**src/rtl/sanity_timer.sv**
```systemverilog
// DELQA sanity timer: counts host inactivity in quarter-second ticks and requests a BDCOK pulse on expiry.
// Optional sticky expiry status (exp_o/clr_i) is enabled by defining SANITY_STATUS_EN.
module sanity_timer #(
  parameter int CLK_DIV  = 625000,
  parameter int GEN_HOLD = 16
) (
  input  logic       clock_i,
  input  logic       rstn_i,
  input  logic       en_i,
  input  logic [2:0] sel_i,
  input  logic       kick_i,
`ifdef SANITY_STATUS_EN
  input  logic       clr_i,
  output logic       exp_o,
`endif
  output logic       gen_o,
  output logic       busy_o
);

  localparam logic [19:0] PCNT_MAX = 20'(CLK_DIV - 1);
  localparam logic [4:0]  HCNT_MAX = 5'(GEN_HOLD - 1);

  typedef enum logic [1:0] {IDLE, RUN, FIRE} state_e;

  state_e      state_q, state_d;
  logic [19:0] pcnt_q, pcnt_d;
  logic [13:0] qcnt_q, qcnt_d;
  logic [13:0] lim_q, lim_d;
  logic [4:0]  hcnt_q, hcnt_d;
  logic        gen_q, gen_d;
  logic        busy_q, busy_d;
  logic        tick;

  // Timeout in quarter-second ticks; the upper codes are minute multiples, not powers of four.
  function automatic logic [13:0] sel_limit(input logic [2:0] sel);
    case (sel)
      3'd0:    sel_limit = 14'd1;
      3'd1:    sel_limit = 14'd4;
      3'd2:    sel_limit = 14'd16;
      3'd3:    sel_limit = 14'd64;
      3'd4:    sel_limit = 14'd240;
      3'd5:    sel_limit = 14'd960;
      3'd6:    sel_limit = 14'd3840;
      default: sel_limit = 14'd15360;
    endcase
  endfunction

  assign tick = (pcnt_q == PCNT_MAX);

  always_ff @(posedge clock_i or negedge rstn_i) begin
    if (!rstn_i) begin
      state_q <= IDLE;
      pcnt_q  <= '0;
      qcnt_q  <= '0;
      lim_q   <= 14'd1;
      hcnt_q  <= '0;
      gen_q   <= 1'b0;
      busy_q  <= 1'b0;
    end else begin
      state_q <= state_d;
      pcnt_q  <= pcnt_d;
      qcnt_q  <= qcnt_d;
      lim_q   <= lim_d;
      hcnt_q  <= hcnt_d;
      gen_q   <= gen_d;
      busy_q  <= busy_d;
    end
  end

  // A kick in RUN suppresses a coincident expiring tick.
  always_comb begin
    state_d = state_q;
    if (!en_i) begin
      state_d = IDLE;
    end else begin
      case (state_q)
        IDLE: state_d = RUN;
        RUN:  if (!kick_i && tick && (qcnt_q + 14'd1 == lim_q)) state_d = FIRE;
        FIRE: if (hcnt_q == HCNT_MAX) state_d = RUN;
        default: state_d = IDLE;
      endcase
    end
  end

  always_comb begin
    pcnt_d = '0;
    qcnt_d = '0;
    hcnt_d = '0;
    lim_d  = lim_q;
    gen_d  = 1'b0;
    busy_d = (state_d != IDLE);
    if (en_i) begin
      case (state_q)
        IDLE: lim_d = sel_limit(sel_i);
        RUN: begin
          if (kick_i) begin
            lim_d = sel_limit(sel_i);
          end else if (state_d == FIRE) begin
            gen_d = 1'b1;
          end else if (tick) begin
            qcnt_d = qcnt_q + 14'd1;
          end else begin
            pcnt_d = pcnt_q + 20'd1;
            qcnt_d = qcnt_q;
          end
        end
        FIRE: begin
          if (state_d == FIRE) begin
            gen_d  = 1'b1;
            hcnt_d = hcnt_q + 5'd1;
          end else begin
            lim_d = sel_limit(sel_i);
          end
        end
        default: lim_d = lim_q;
      endcase
    end
  end

  assign gen_o  = gen_q;
  assign busy_o = busy_q;

`ifdef SANITY_STATUS_EN
  logic exp_q, exp_d;

  // Entering FIRE beats a simultaneous clear.
  always_comb begin
    exp_d = exp_q;
    if (clr_i) exp_d = 1'b0;
    if (state_q == RUN && state_d == FIRE) exp_d = 1'b1;
  end

  always_ff @(posedge clock_i or negedge rstn_i) begin
    if (!rstn_i) exp_q <= 1'b0;
    else         exp_q <= exp_d;
  end

  assign exp_o = exp_q;
`endif

endmodule

```
**config.mk**
```make
export PLATFORM = sky130hd
export DESIGN_NAME = sanity_timer
export DESIGN_NICKNAME = d
export VERILOG_FILES = /design/src/rtl/sanity_timer.sv
export SDC_FILE = /design/constraint.sdc
export NUM_CORES = 1
export LEC_CHECK = 0
export ABC_AREA = 0
export CAP_MARGIN = 10
export CORE_MARGIN = 3
export CORE_UTILIZATION = 62
export DETAILED_ROUTE_END_ITERATION = 10
export GPL_TIMING_DRIVEN = 0
export PLACE_DENSITY = 0.91
export SLEW_MARGIN = 20
export SYNTH_ARGS = -nofsm -noshare
export SYNTH_HDL_FRONTEND = slang
export SYNTH_SLANG_ARGS = --single-unit
```
**constraint.sdc**
```tcl
create_clock -name clock_i -period 3.21 [get_ports clock_i]
set_clock_uncertainty 0.05 [all_clocks]
set_input_delay 0.642 -clock clock_i [delete_from_list [all_inputs] [get_ports clock_i]]
set_output_delay 0.642 -clock clock_i [all_outputs]
set_load 0.005 [all_outputs]
```
## Yosys cells after proc, flatten, opt, wreduce, memory -nomap -nowiden

Index checks and enable logic that the tools add are counted.
W data, S select, Z words.

| cells by class | value |
|---|---|
| $add $sub $neg | 3 |
| equal/unequal tests | 15 |
| muxes and demuxes | 25 |
| reductions and logical operators | 8 |

Operators with widths:

| cell | count |
|---|---|
| $mux W20 | 5 |
| $mux W14 | 7 |
| $pmux W14 S7 | 1 |
| $pmux W14 S3 | 1 |
| $add A20 B1 Y20 const B | 1 |
| $eq A20 B20 Y1 const B | 1 |
| $mux W5 | 3 |
| $add A14 B1 Y14 const B | 1 |
| $eq A14 B14 Y1 | 1 |
| $eq A3 B3 Y1 const B | 3 |
| $eq A3 B2 Y1 const B | 2 |
| $mux W2 | 3 |
| $pmux W2 S3 | 1 |
| $add A5 B1 Y5 const B | 1 |
| $eq A5 B4 Y1 const B | 1 |
| $ne A5 B5 Y1 const B | 1 |
| $eq A2 B2 Y1 const B | 2 |
| $ne A2 B2 Y1 const B | 2 |
| $reduce_and A4 Y1 | 1 |
| $eq A3 B1 Y1 const B | 1 |
| $logic_not A3 Y1 | 1 |
| $mux W1 | 3 |
| $reduce_bool A3 Y1 | 1 |
| $eq A2 B1 Y1 const B | 1 |
| other kinds (5) | 6 |

| storage, ports and cells | value |
|---|---|
| bits in registers | 57 |
| bits of input ports | 7 |
| output and inout port bits | 2 |
| logic and storage cells | 58 |

## Logic depth before layout (Yosys ltp)

| depth | value |
|---|---|
| depth after elaboration | 11 |
| mapped depth | 10 |
| gate-level depth less buffers | 8 |

## Worst setup path after synthesis

No wires, ideal clock.

| path | value |
|---|---|
| path kind | register to register |
| start point | register qcnt_q[0] |
| end point | register qcnt_q[10] |
| setup time | 0.136 ns |
| arrival | 2.231 ns |
| data required time | 3.024 ns |
| slack | 0.793 ns |
| cell stages (with the launch flop) | 10 |
| buffers on the path | 2 |
| period minus slack after synthesis | 2.417 ns |
| cell sequence | dfrtp_1 -> ha_1 -> and3_1 -> buf_2 -> a2111oi_1 -> or3_1 -> nand4_1 -> nor4_2 -> buf_4 -> nor3_1 |

| on the way | value |
|---|---|
| cells in the longest elaborated chain, start to end | 11 |
| elaborated cells between the ends (all ways) | 13 |
| classes of those cells | add/sub (1); eq/ne (3); mux (8); reduce/logical (1) |

RTL lines:

| item | RTL line | RTL |
|---|---|---|
| from (decl) | 27 | `logic [13:0] qcnt_q, qcnt_d;` |
| from (signal assigned) | 62 | `qcnt_q <= qcnt_d;` |
| $add A14 B1 Y14 * | 78, 101 |  |
| $eq A14 B14 Y1 | 78 | `RUN: if (!kick_i && tick && (qcnt_q + 14'd1 == lim_q)) state_d = FIRE;` |
| $logic_and A1 B1 Y1 | 78 |  |
| $mux W2 | 78 |  |
| $pmux W2 S3 | 76 | `case (state_q)` |
| $mux W2 | 73 | `if (!en_i) begin` |
| $eq A2 B2 Y1 | 98 | `end else if (state_d == FIRE) begin` |
| $mux W14 | 98 |  |
| $mux W14 | 96 | `if (kick_i) begin` |
| $mux W14 | 93 | `case (state_q)` |
| $mux W14 | 92 | `if (en_i) begin` |

Mark *: on every way between the ends. The rest lies on a longest branch, timed or not. The select of a mux whose other input is x is not followed.
A chain may end at the register's enable or synchronous reset.

## Worst setup path after layout

| path | value |
|---|---|
| start point | register qcnt_q[0] |
| end point | register qcnt_q[4] |

Same word-level chain as after synthesis.

==> metrics.cfg <==
[outcome]
status=complete, no violations

[routing]
ant_nets=0
drcViolationCount=0
vias_per_cell=6.33
routed_wl_um=7480
dr.pass1.iters=5
first_iter_violations=381
wire_per_inst_um=16.7
vias=2838

[clock_tree]
cts_resized=0
numCtsBuffers=5
clockBufferDepth=2
cts.sinks=52
root_buffer=clkbuf_8
ctsHoldBuffers=0
cts.htree.levels=2
clk_latency_ns=0.31
clk_pin_slew_worst_paths_ns=0.10
post_cts_buffers=0
cts_tree=done

[synthesis]
synthArstFlopShare=1.00
yosysWarnings=0
yosys.area.top_type_share=0.391
synth_common_cells=dfrtp_1 (51), nor2_1 (40), nand2_1 (33)
synth-seq-cells=52
synthesis.area_mm2=0.00327
synth_most_common_cell=dfrtp_1
syn_avg_cell_area_um2=8.90
synth_cell_types=53
yosysTopAreaCell=dfrtp_1
netlist_instances=367
synth-main-ff-cell=dfrtp_1
syn-num-nets=382
seq_area_frac_synth=0.399
synth-edff-count=0
synth_area_leaders=dfrtp_1 (39%), xnor2_1 (7.2%), nor2_1 (4.6%), xor2_1 (4.3%), nand2_1 (3.8%)

[worst_setup_path]
required_ns=3.34
cp_slowest_cell=a2111oi_1
end_kind=register
crit_type=register to register
cp.buffers_inverters=2
arrival_ns=3.06
reg2reg_slack_ns=0.28
cp_top_family=simple AND/OR/NAND/NOR gates
critical_path.cell_chain=ha_1, and3_1, buf_2, a2111oi_1, or3_1, nand4_1, nor4_2, buf_4, nor3_1
max_stage_delay_ns=0.55
critPathLaunchType=register
crit_fanout=10

[finish]
area_delta_synth_final_pct=7.51
fin_util=0.715
instances_no_fill=448
layout-drive-gt1-share=0.0814
final.fill_count=342
final_nets=395
antenna_cells=0

[timing]
rsz0062_at_grt=false
setup_violations=0
fin_crit_sh=0.913
max-slew-margin-rel=0.612
final-hold-violation-count=0
fmax_mhz=341
worstMarginPinSlew_ns=0.577
fin_crit_ns=2.93
tns_ns=0
final-max-slew-violation-count=0

[place]
dpl.cell_count=440
portBuffers=5
gp_congestion=0.973
place.detailed.hpwl_um=5350

[pwr]
pwr-share-clk=0.335
seq_power_share=0.570
netSwitchingFraction=0.259
p_comb_frac=0.094
p_int_mw=0.888
ir_drop_uv=270
switchingPower_mw=0.311
p_leak_nw=1.32
cellPowerDensity_mw_per_mm2=342

[global_routing]
grt_pass1_wl_um=12900
overflow=0
grt_max_degree=32
grt_pass1_vias=2741
track_usage=0.262
grt_antenna_before_repair=0

[floorplan]
fp.dieH_um=78.6
chipWidth_um=78.6
rows=25
dieArea_mm2=0.00618
start_util=0.665
ios=9
core_area_mm2=0.00491

[worst_hold_path]
hold_path.class=input pin to async pin

[flow_run]
cap_violations=0

-- through the flow --
step	worst slack (ns)	area (um2)	hold WS [ns]	power (mW)
after global routing	0.142	3510	0.291	1.24
after global placement	-0.00599	3400	0.397	0.800
final	0.281	3510	0.258	1.20
after detailed placement	0.228	3420	0.421	0.807
after floorplan	0.793	3270	0.296	0.766
after CTS	0.346	3510	0.273	1.20
-- final timing paths --
check,from,end,cells past startpoint
hold / removal,rstn_i,qcnt_q[12],1
hold reg to reg,hcnt_q[0],hcnt_q[0],1
max in group asynchronous,rstn_i,pcnt_q[3],2
min in group clock_i,hcnt_q[0],hcnt_q[0],1
setup reg to reg,qcnt_q[0],qcnt_q[4],9
setup / recovery,qcnt_q[0],qcnt_q[4],9
-- registers in the layout, summed over array words and instances, names as in the netlist --
register,flops
pcnt_q,20
qcnt_q,14
lim_q,9
hcnt_q,5
state_q,2
busy_o,1
gen_o,1
-- cell type report --
type                    count  area, um2  area share
inverters                   7       26.3     0.00748
clock inverters             2       13.8     0.00392
repair buffers              6       65.1      0.0185
clock buffers               6       82.6      0.0235
plain buffers              21        100      0.0285
well taps                  67       83.8      0.0239
multi-input cells         287       1840       0.523
flip-flops and latches     52       1300       0.371
-- routing by layer --
metal	part of all wire	up-vias	track usage
li1	-	1330	-
met2	0.49	138	0.426
met1	0.42	1349	0.355
met4	0.017	0	0.0892
met3	0.069	21	0.0447
met5	0	-	0
-- cell families (layout without fill, tap and decap cells) --
logic type               count (synthesis)  in the layout  share of synthesized area
multiplexers                             1              1                    0.00345
adder cells (fa/ha/maj)                  8              8                     0.0306
AO/OA/AOI/OAI                           60             60                      0.126
AND/OR/NAND/NOR                        175            175                      0.287
buffers and inverters                   28             42                     0.0387
flip-flops                              52             52                      0.399
XOR/XNOR                                43             43                      0.115
-- cell usage in the layout, fill, tap and decap left out, drive strengths merged, types with 2 or more instances in the layout --
cell type,count
o41ai,2
xor2,16
nand3,18
nand3b,2
inv,8
o21a,2
xnor2,27
nor3b,2
nor2b,6
or2,2
clkdlybuf4s50,4
or3,2
a31oi,3
o31ai,5
nor4b,3
a21oi,9
and4,4
nor3,24
clkbuf,19
a211oi,10
nand2,34
nand4,12
buf,10
and2,2
a211o,3
o21ai,15
dfrtp,51
nor4,7
a21o,3
nand2b,6
and3,7
a2111oi,3
nor2,40
ha,8
nand4b,2
-- power by group through the flow --
| stage | registers [mW] | logic, mW | clock network, mW |
|---|---|---|---|
| floorplan | 0.692 | 0.0734 | 0 |
| global placement | 0.696 | 0.104 | 0 |
| detailed placement | 0.696 | 0.111 | 0 |
| CTS | 0.683 | 0.112 | 0.406 |
| global route | 0.686 | 0.124 | 0.432 |
| finish | 0.684 | 0.113 | 0.402 |
No activity file was read; power rests on OpenSTA's default activity.
